$ cat src/rtl/inst_fetch_pkg.sv
// Shared definitions for the instruction-fetch stage: bus widths, enable
// encodings, stall-vector bit positions and the decision enums used by
// the PC register and the IF/ID register.
package inst_fetch_pkg;

  // Bus widths shared with the rest of the core
  localparam int unsigned INST_ADDR_W = 32;
  localparam int unsigned INST_W      = 32;

  // Level encodings
  localparam logic RST_ENABLE   = 1'b1;
  localparam logic CHIP_ENABLE  = 1'b1;
  localparam logic CHIP_DISABLE = 1'b0;

  // Constant words
  localparam logic [INST_W-1:0] ZERO_WORD = 32'h0000_0000;
  localparam logic [INST_W-1:0] NOP_INST  = 32'h0000_0000;

  // Bit positions inside the pipeline stall vector
  localparam int unsigned STALL_PC_BIT = 0;
  localparam int unsigned STALL_IF_BIT = 1;
  localparam int unsigned STALL_ID_BIT = 2;
  localparam int unsigned STALL_W      = 3;

  // Where the next PC comes from, in priority order
  typedef enum logic [2:0] {
    PC_SRC_RESET,
    PC_SRC_FLUSH,
    PC_SRC_HOLD,
    PC_SRC_BRANCH,
    PC_SRC_SEQ
  } pc_src_e;

  // What the IF/ID register does on the coming edge
  typedef enum logic [1:0] {
    IFID_BUBBLE,
    IFID_CAPTURE,
    IFID_HOLD
  } ifid_op_e;

  // Instruction fetches must be word aligned
  function automatic logic is_aligned(input logic [1:0] lsb);
    return (lsb == 2'b00);
  endfunction

endpackage

$ cat src/rtl/inst_fetch_if_id.sv
// IF/ID pipeline register and accepted-instruction counter. Bubbles on
// flush or when IF stalls while ID moves on, captures otherwise unless
// both stages are held.
module inst_fetch_if_id
  import inst_fetch_pkg::*;
#(
  parameter int unsigned ADDR_W = INST_ADDR_W,
  parameter int unsigned DATA_W = INST_W
) (
  input  logic              clk,
  input  logic              rst,
  input  logic              stall_if,
  input  logic              stall_id,
  input  logic              flush,
  input  logic              ce_q,
  input  logic [ADDR_W-1:0] pc,
  input  logic              rom_ce,
  input  logic [DATA_W-1:0] rom_data,
  output logic [ADDR_W-1:0] id_pc,
  output logic [DATA_W-1:0] id_inst,
  output logic              id_valid,
  output logic              id_adel,
  output logic [31:0]       fetch_count
);

  ifid_op_e ifid_op;

  // Decide bubble / capture / hold for the coming edge
  always_comb begin
    ifid_op = IFID_HOLD;
    if (flush) begin
      ifid_op = IFID_BUBBLE;
    end else if (stall_if && !stall_id) begin
      // ID advances while IF cannot supply a new word: insert a bubble
      ifid_op = IFID_BUBBLE;
    end else if (!stall_if) begin
      ifid_op = IFID_CAPTURE;
    end
  end

  // Pipeline register and counter update
  always_ff @(posedge clk) begin
    if (rst == RST_ENABLE) begin
      id_pc       <= '0;
      id_inst     <= DATA_W'(ZERO_WORD);
      id_valid    <= 1'b0;
      id_adel     <= 1'b0;
      fetch_count <= '0;
    end else begin
      unique case (ifid_op)
        IFID_BUBBLE: begin
          id_pc    <= '0;
          id_inst  <= DATA_W'(NOP_INST);
          id_valid <= 1'b0;
          id_adel  <= 1'b0;
        end
        IFID_CAPTURE: begin
          id_pc    <= pc;
          // A misaligned PC never enables the ROM; pass a NOP instead
          id_inst  <= rom_ce ? rom_data : DATA_W'(NOP_INST);
          id_valid <= ce_q;
          id_adel  <= ce_q && !is_aligned(pc[1:0]);
          if (ce_q) begin
            fetch_count <= fetch_count + 32'd1;
          end
        end
        default: begin
          // hold: all IF/ID state keeps its value
        end
      endcase
    end
  end

endmodule

$ cat src/rtl/inst_fetch_pc_reg.sv
// Program counter and chip-enable register. Chooses the next PC from
// reset, exception flush, stall, taken branch or sequential increment.
module inst_fetch_pc_reg
  import inst_fetch_pkg::*;
#(
  parameter int unsigned       ADDR_W   = INST_ADDR_W,
  parameter logic [ADDR_W-1:0] RESET_PC = '0
) (
  input  logic              clk,
  input  logic              rst,
  input  logic              stall_pc,
  input  logic              flush,
  input  logic [ADDR_W-1:0] new_pc,
  input  logic              branch_flag_i,
  input  logic [ADDR_W-1:0] branch_target_address_i,
  output logic              ce_q,
  output logic [ADDR_W-1:0] pc
);

  pc_src_e           pc_src;
  logic [ADDR_W-1:0] pc_next;

  // Select the next-PC source; earlier branches win
  always_comb begin
    // NOTE: every combinational output gets a default first, so no path
    // through the block leaves it unassigned and no latch is inferred.
    pc_src = PC_SRC_SEQ;
    if (ce_q == CHIP_DISABLE) begin
      pc_src = PC_SRC_RESET;
    end else if (flush) begin
      pc_src = PC_SRC_FLUSH;
    end else if (stall_pc) begin
      // A branch seen during a stall is dropped; ID keeps asserting it
      // until the stall releases.
      pc_src = PC_SRC_HOLD;
    end else if (branch_flag_i) begin
      pc_src = PC_SRC_BRANCH;
    end
  end

  // Form the next PC value for the chosen source
  always_comb begin
    pc_next = pc + ADDR_W'(4);
    unique case (pc_src)
      PC_SRC_RESET:  pc_next = RESET_PC;
      PC_SRC_FLUSH:  pc_next = new_pc;
      PC_SRC_HOLD:   pc_next = pc;
      PC_SRC_BRANCH: pc_next = branch_target_address_i;
      PC_SRC_SEQ:    pc_next = pc + ADDR_W'(4);
      default:       pc_next = pc + ADDR_W'(4);
    endcase
  end

  // PC and chip-enable state; ce rises on the first edge out of reset
  always_ff @(posedge clk) begin
    // NOTE: state is updated with non-blocking assignments so every
    // register samples pre-edge values regardless of statement order.
    if (rst == RST_ENABLE) begin
      ce_q <= CHIP_DISABLE;
      pc   <= RESET_PC;
    end else begin
      ce_q <= CHIP_ENABLE;
      pc   <= pc_next;
    end
  end

endmodule

$ cat src/rtl/inst_fetch.sv
// Instruction-fetch stage top: PC register plus IF/ID register, with the
// ROM chip enable and byte address derived from the current PC.
module inst_fetch
  import inst_fetch_pkg::*;
#(
  parameter int unsigned       ADDR_W   = INST_ADDR_W,
  parameter int unsigned       DATA_W   = INST_W,
  parameter logic [ADDR_W-1:0] RESET_PC = '0
) (
  input  logic              clk,
  input  logic              rst,
  input  logic              stall_pc,
  input  logic              stall_if,
  input  logic              stall_id,
  input  logic              flush,
  input  logic [ADDR_W-1:0] new_pc,
  input  logic              branch_flag_i,
  input  logic [ADDR_W-1:0] branch_target_address_i,
  output logic              rom_ce_o,
  output logic [ADDR_W-1:0] rom_addr_o,
  input  logic [DATA_W-1:0] rom_data_i,
  output logic [ADDR_W-1:0] id_pc_o,
  output logic [DATA_W-1:0] id_inst_o,
  output logic              id_valid_o,
  output logic              id_adel_o,
  output logic [31:0]       fetch_count_o
);

  logic [STALL_W-1:0] stall;
  logic               ce_q;
  logic [ADDR_W-1:0]  pc;

  // Gather the individual stall bits into the core's stall-vector layout
  always_comb begin
    stall               = '0;
    stall[STALL_PC_BIT] = stall_pc;
    stall[STALL_IF_BIT] = stall_if;
    stall[STALL_ID_BIT] = stall_id;
  end

  inst_fetch_pc_reg #(
    .ADDR_W   (ADDR_W),
    .RESET_PC (RESET_PC)
  ) u_pc_reg (
    .clk                     (clk),
    .rst                     (rst),
    .stall_pc                (stall[STALL_PC_BIT]),
    .flush                   (flush),
    .new_pc                  (new_pc),
    .branch_flag_i           (branch_flag_i),
    .branch_target_address_i (branch_target_address_i),
    .ce_q                    (ce_q),
    .pc                      (pc)
  );

  // ROM is addressed by the PC and only enabled for aligned fetches
  always_comb begin
    rom_addr_o = pc;
    rom_ce_o   = ce_q && is_aligned(pc[1:0]);
  end

  inst_fetch_if_id #(
    .ADDR_W (ADDR_W),
    .DATA_W (DATA_W)
  ) u_if_id (
    .clk         (clk),
    .rst         (rst),
    .stall_if    (stall[STALL_IF_BIT]),
    .stall_id    (stall[STALL_ID_BIT]),
    .flush       (flush),
    .ce_q        (ce_q),
    .pc          (pc),
    .rom_ce      (rom_ce_o),
    .rom_data    (rom_data_i),
    .id_pc       (id_pc_o),
    .id_inst     (id_inst_o),
    .id_valid    (id_valid_o),
    .id_adel     (id_adel_o),
    .fetch_count (fetch_count_o)
  );

endmodule

$ cat config.mk
export PLATFORM = sky130hd
export DESIGN_NAME = inst_fetch
export DESIGN_NICKNAME = d
export VERILOG_FILES = /design/src/rtl/inst_fetch_pkg.sv /design/src/rtl/inst_fetch_if_id.sv /design/src/rtl/inst_fetch_pc_reg.sv /design/src/rtl/inst_fetch.sv
export SDC_FILE = /design/constraint.sdc
export NUM_CORES = 1
export LEC_CHECK = 0
export CAP_MARGIN = 20
export CORE_UTILIZATION = 48
export CTS_CLUSTER_DIAMETER = 200
export DETAILED_ROUTE_END_ITERATION = 8
export PLACE_DENSITY = 0.84
export SYNTH_ARGS = -nofsm -noshare
export SYNTH_HDL_FRONTEND = slang
export SYNTH_SLANG_ARGS = --single-unit
$ cat constraint.sdc
create_clock -name clk -period 4.94 [get_ports clk]
set_input_delay 0.494 -clock clk [delete_from_list [all_inputs] [get_ports clk]]
set_output_delay 0.494 -clock clk [all_outputs]
set_load 0.05 [all_outputs]
* Yosys cells after proc, flatten, opt, wreduce, memory -nomap -nowiden
Index checks and enable logic that the tools add are counted.
Word-level totals: logic and storage cells 37, input port bits 103, flip-flop bits (word level) 131
Operators by class: muxes and demuxes 14, $add $sub $neg 2, eq/ne operators 4, reduce and logical (&&, ||, !) cells 10
Operator list (number):
- 32-bit one-hot mux with 2 select lines | 2
- 32-bit one-hot mux with 4 select lines | 1
- 32-bit by 1-bit adder with 32-bit output, second input constant | 1
- 32-bit by 3-bit adder with 32-bit output, second input constant | 1
- 32-bit 2-to-1 mux | 1
- 3-bit 2-to-1 mux | 4
- 3-bit by 2-bit == test with 1-bit output, second input constant | 2
- 2-bit 2-to-1 mux | 3
- 2-bit zero test | 2
- 1-bit one-hot mux with 2 select lines | 2
- 3-bit by 1-bit == test with 1-bit output, second input constant | 1
- 1-bit logical AND | 3
- 3-bit zero test | 1
- 2-bit by 1-bit == test with 1-bit output, second input constant | 1
- 1-bit zero test | 2
- 2-bit AND reduction | 1
- 2-bit nonzero test | 1
- 1-bit 2-to-1 mux | 1

* Depth between registers and ports, before layout
depth in word-level cells 6, mapped depth 8

* By module
Synthesis repeated with hierarchy kept, for this count alone.
Second synthesis, totals: cells, all modules 736, area total of the unflattened synthesis 6394.9 µm²
By module, submodules not included:
- inst_fetch_if_id | cells each 413, times used 1, area each 3852.4 µm², sequential area each 1961.9 µm²
- inst_fetch_pc_reg | cells each 322, times used 1, area each 2529.9 µm², sequential area each 660.6 µm²
- inst_fetch | cells each 1, times used 1, area each 12.5 µm², sequential area each 0.0 µm²

* Least setup slack after synthesis
OpenSTA, ideal clock, no wires.
path kind reg2reg, start register u_pc_reg.pc[1], end register u_if_id.id_inst[10], period minus slack after synthesis 2.737 ns, stages on the path, launching flop included 7, setup slack 2.203 ns, data arrival time 2.672 ns, required time 4.874 ns, setup time 0.066 ns, cells stage by stage dfxtp_1 > nor3b_1 > and2_1 > clkbuf_1 > clkbuf_1 > a22oi_1 > nor2_1
Between the ends: longest elaborated chain between the ends 4
RTL lines:
- from (decl) | RTL line inst_fetch_pc_reg.sv:17 | output logic [ADDR_W-1:0] pc
- from (signal assigned) | RTL line inst_fetch_pc_reg.sv:63 | pc <= pc_next;
- 2-bit zero test | RTL line inst_fetch_pkg.sv:43 | return (lsb == 2'b00);
- 1-bit logical AND | RTL line inst_fetch.sv:59 | rom_ce_o = ce_q && is_aligned(pc[1:0]);
- named net rom_ce_o | RTL line inst_fetch.sv:19 | output logic rom_ce_o,
- 32-bit 2-to-1 mux | RTL line inst_fetch_if_id.sv:60 | id_inst <= rom_ce ? rom_data : DATA_W'(NOP_INST);
- 32-bit one-hot mux with 2 select lines | RTL line inst_fetch_if_id.sv:50 | unique case (ifid_op)
- to (signal assigned) | RTL line inst_fetch_if_id.sv:45 | id_inst <= DATA_W'(ZERO_WORD);
- to (signal assigned) | RTL line inst_fetch_if_id.sv:53 | id_inst <= DATA_W'(NOP_INST);
- to (signal assigned) | RTL line inst_fetch_if_id.sv:60
- to (decl) | RTL line inst_fetch_if_id.sv:20 | output logic [DATA_W-1:0] id_inst,
The timed path passes the listed nets, and every way through them passes these cells. A chain may end at the register's enable or synchronous reset.

* Worst setup path in the final report
start register u_pc_reg.ce_q, end output port rom_ce_o
Between the ends: longest elaborated chain between the ends 1
RTL lines:
- from (decl) | RTL line inst_fetch_pc_reg.sv:16 | output logic ce_q,
- from (signal assigned) | RTL line inst_fetch_pc_reg.sv:59 | ce_q <= CHIP_DISABLE;
- from (signal assigned) | RTL line inst_fetch_pc_reg.sv:62 | ce_q <= CHIP_ENABLE;
- 1-bit logical AND | RTL line inst_fetch.sv:59
- to (decl) | RTL line inst_fetch.sv:19
Every way passes these cells.

==> impl_metrics.csv <==
group,metric,value,unit
status,run_status,"complete, no violations",
floorplan,core,12800,um2
cts,cts.repair.resized,0,
synthesis,synth_common_cells,"dfxtp_1, nor2_1, a22oi_1",
synthesis,synth_flop_cell,"dfxtp_1",
cts,post_cts_buffers,0,
drt,vias_per_cell,6.22,
floorplan,row_count,41,
timing,worst_pin_slew,1.10,ns
worst_setup_path,reg2reg_depth,5,
cts,cts_hold_buf,0,
cts,clockRootBuffer,"clkbuf_16",
synthesis,syn_avg_cell_area,8.36,um2
grt,grt_remaining_overflow,0,
grt,grt_pass1_vias,6417,
synthesis,yosysMostFrequentCell,"dfxtp_1",
worst_setup_path,r2r_setup_slack,2.10,ns
pwr,power.density,287,nW/um2
grt,antenna_found_initial,0,
timing,rsz0062_at_grt,"no",
timing,final_hold_viol_count,0,
grt,grt_pass1_wl,33.4,mm
timing,finalSetupViolCount,0,
worst_setup_path,path_max_fanout,18,
pwr,combinationalPowerShare,13.5,%
placement,globalplace.congestion,0.883,
grt,grt_max_degree,66,
timing,fin_crit_sh,59.7,%
floorplan,ios,234,
pwr,p_int,1.94,mW
drt,detail-route-antenna-nets,0,
placement,io_buffers,233,
synthesis,synth_edf_count,0,
drt,wirelength,21.7,mm
synthesis,synth_area,6360,um2
pwr,power.share.clock,44.5,%
timing,drv_slew,0,
floorplan,initial_core_util,49.8,%
worst_setup_path,arrival,2.46,ns
cts,cts.clk_slew.worst_paths,0.06,ns
cts,insertion_delay,0.42,ns
worst_setup_path,max_stage_delay,0.91,ns
timing,fin_setup_tns,0,ns
synthesis,yosys.area.top_type,"dfxtp_1",
drt,drcViolationCount,0,
cts,htreeDepth,4,
cells_and_area,areaGrowthSynthToFinish,45.5,%
floorplan,fp.dieH,117,um
placement,placed_cell_area,8700,um2
cells_and_area,n_fill_cell,966,
timing,relSlewSlack,26.4,%
cts,cts_inserted_buffers,17,
synthesis,yosys_warnings,0,
synthesis,synthDistinctLibCells,68,
worst_setup_path,cpMaxStageDelayCell,"clkdlybuf4s50_1",
cells_and_area,stdcell_area,9260,um2
cells_and_area,nNetsFinal,1060,
synthesis,synth_cells,761,
timing,fin_hold_ws,0.459,ns
drt,first_pass_iters,6,
synthesis,synthArstFlopShare,0,%
pwr,ir_drop,0.000232,V
worst_hold_path,min_path_cells,2,
synthesis,syn_nets,866,
cells_and_area,insertedDiodeCount,0,
worst_hold_path,hp-class,"flip-flop to flip-flop",
pwr,seqPwrFrac,42.0,%
drt,wl_per_cell,19.0,um
synthesis,synth_seq_area_share,41.2,%
pwr,p_total,2.66,mW
pwr,switching_share,27.2,%
worst_setup_path,crit_chain,"nor3b_1, clkdlybuf4s50_1",
cts,clkSinkCount,131,
job,cap_violations,0,
timing,fmax,0.339,GHz
floorplan,die_area,13700,um2
drt,num_vias,7085,
worst_setup_path,worst-setup-path-type,"flip-flop to output port",
floorplan,die-width,117,um
worst_setup_path,crit_required,4.45,ns
placement,place_hpwl,14.6,mm
worst_setup_path,end_kind,"output port",
pwr,p_leak,3.08,nW
timing,skew,0.00824,ns
synthesis,synth_area_leaders,"dfxtp_1, a22oi_1, nor2_1",
drt,drt_iter0_drc,778,
cts,cts_tree,"yes",
cts,ctsLongestPathBuffers,2,
worst_setup_path,cp-start-kind,"flip-flop",
pwr,switching_power,0.725,mW
cells_and_area,drive_above_1_share,6.41,%
synthesis,synth-seq-cells,131,
timing,period_minus_slack,2.95,ns
synthesis,synth_top_area_share,41.2,%
grt,grt.total_usage,31.8,%
state kept, by name (all words and copies together), names as in the netlist:
register             flops
u_pc_reg.ce_q            1
u_if_id.id_pc           32
u_if_id.id_adel          1
u_if_id.id_inst         32
u_pc_reg.pc             32
u_if_id.fetch_count     32
u_if_id.id_valid         1
logic make-up (layout without fill, tap and decap cells):
family | Yosys count | count (layout) | synth area share [%]
xor+xnor | 7 | 7 | 0.964
simple gates | 307 | 307 | 26.1
flops | 131 | 131 | 41.2
buf+inv | 78 | 284 | 4.90
mux | 6 | 6 | 1.00
fa+ha+maj | 2 | 2 | 0.393
compound gates | 230 | 230 | 25.4
path summary, 6_finish.rpt:
| kind | from | to |
|---|---|---|
| setup / recovery | u_pc_reg.ce_q$_DFF_P_ | rom_ce_o |
| hold / removal | u_if_id.id_adel$_SDFFE_PP0P_ | u_if_id.id_adel$_SDFFE_PP0P_ |
| setup reg to reg | u_pc_reg.ce_q$_DFF_P_ | u_pc_reg.pc[19]$_SDFFE_PP0P_ |
| hold reg to reg | u_if_id.id_adel$_SDFFE_PP0P_ | u_if_id.id_adel$_SDFFE_PP0P_ |
power by group through the flow:
| stage | Clock [mW] | Sequential (mW) | Combinational [mW] |
|---|---|---|---|
| floorplan | 0 | 1.20 | 0.127 |
| global placement | 0 | 1.14 | 0.352 |
| detailed placement | 0 | 1.14 | 0.354 |
| CTS | 1.19 | 1.12 | 0.356 |
| global route | 1.25 | 1.12 | 0.379 |
| finish | 1.18 | 1.12 | 0.359 |
metal layers:
layer	up-vias	track usage, %	routed length [um]
met2	452	49.0	9660
met4	0	14.8	708
met5	-	0	0
met3	63	8.81	2330
li1	3280	-	-
met1	3290	41.4	8990
final cells by class:
type | instances | area (um2) | share of cell area (%)
Multi-Input combinational cell | 552 | 3430 | 37.1
Clock buffer | 18 | 439 | 4.75
Sequential cell | 131 | 2620 | 28.3
Tap cell | 172 | 215 | 2.33
Inverter | 12 | 45.0 | 0.487
Timing Repair Buffer | 241 | 2390 | 25.8
Clock inverter | 13 | 114 | 1.23
layout by cell type, fill, tap and decap left out, types with 5 or more instances in the layout:
master | Yosys | routed
and2_1 | 5 | 5
clkinv_2 | 0 | 5
a2bb2oi_1 | 6 | 6
a31oi_1 | 5 | 5
dfxtp_1 | 131 | 131
or4_1 | 18 | 18
a21oi_1 | 39 | 39
nand2_1 | 44 | 44
o31ai_1 | 20 | 20
a22oi_1 | 67 | 67
or3_1 | 12 | 12
clkbuf_16 | 0 | 17
clkinv_4 | 0 | 5
o221ai_1 | 7 | 7
a211oi_1 | 9 | 9
nand3_1 | 34 | 34
buf_4 | 0 | 9
nor3_1 | 11 | 11
o21ai_0 | 28 | 28
inv_1 | 11 | 11
nor4_1 | 17 | 17
nand4_1 | 22 | 22
nor2_1 | 89 | 88
and3_1 | 10 | 9
nand2b_1 | 11 | 11
nor2b_1 | 6 | 6
clkdlybuf4s50_1 | 0 | 232
stage by stage:
step	setup WS (ns)	util, %	std cells
final	1.99	72.5	1139
after global routing	1.92	72.5	1139
after CTS	2.03	72.5	1139
after detailed placement	1.90	68.1	1108
after global placement	1.91	68.1	1108
after floorplan	2.20	-	761
critical path, delay by kind of cell (launching register included):
| kind | cells | cell delay [ns] |
|---|---|---|
| AND/OR/NAND/NOR | 1 | 0.34 |
| buffers and inverters | 1 | 0.91 |
| flip-flops | 1 | 0.79 |
No activity file was read; power rests on OpenSTA's default activity.
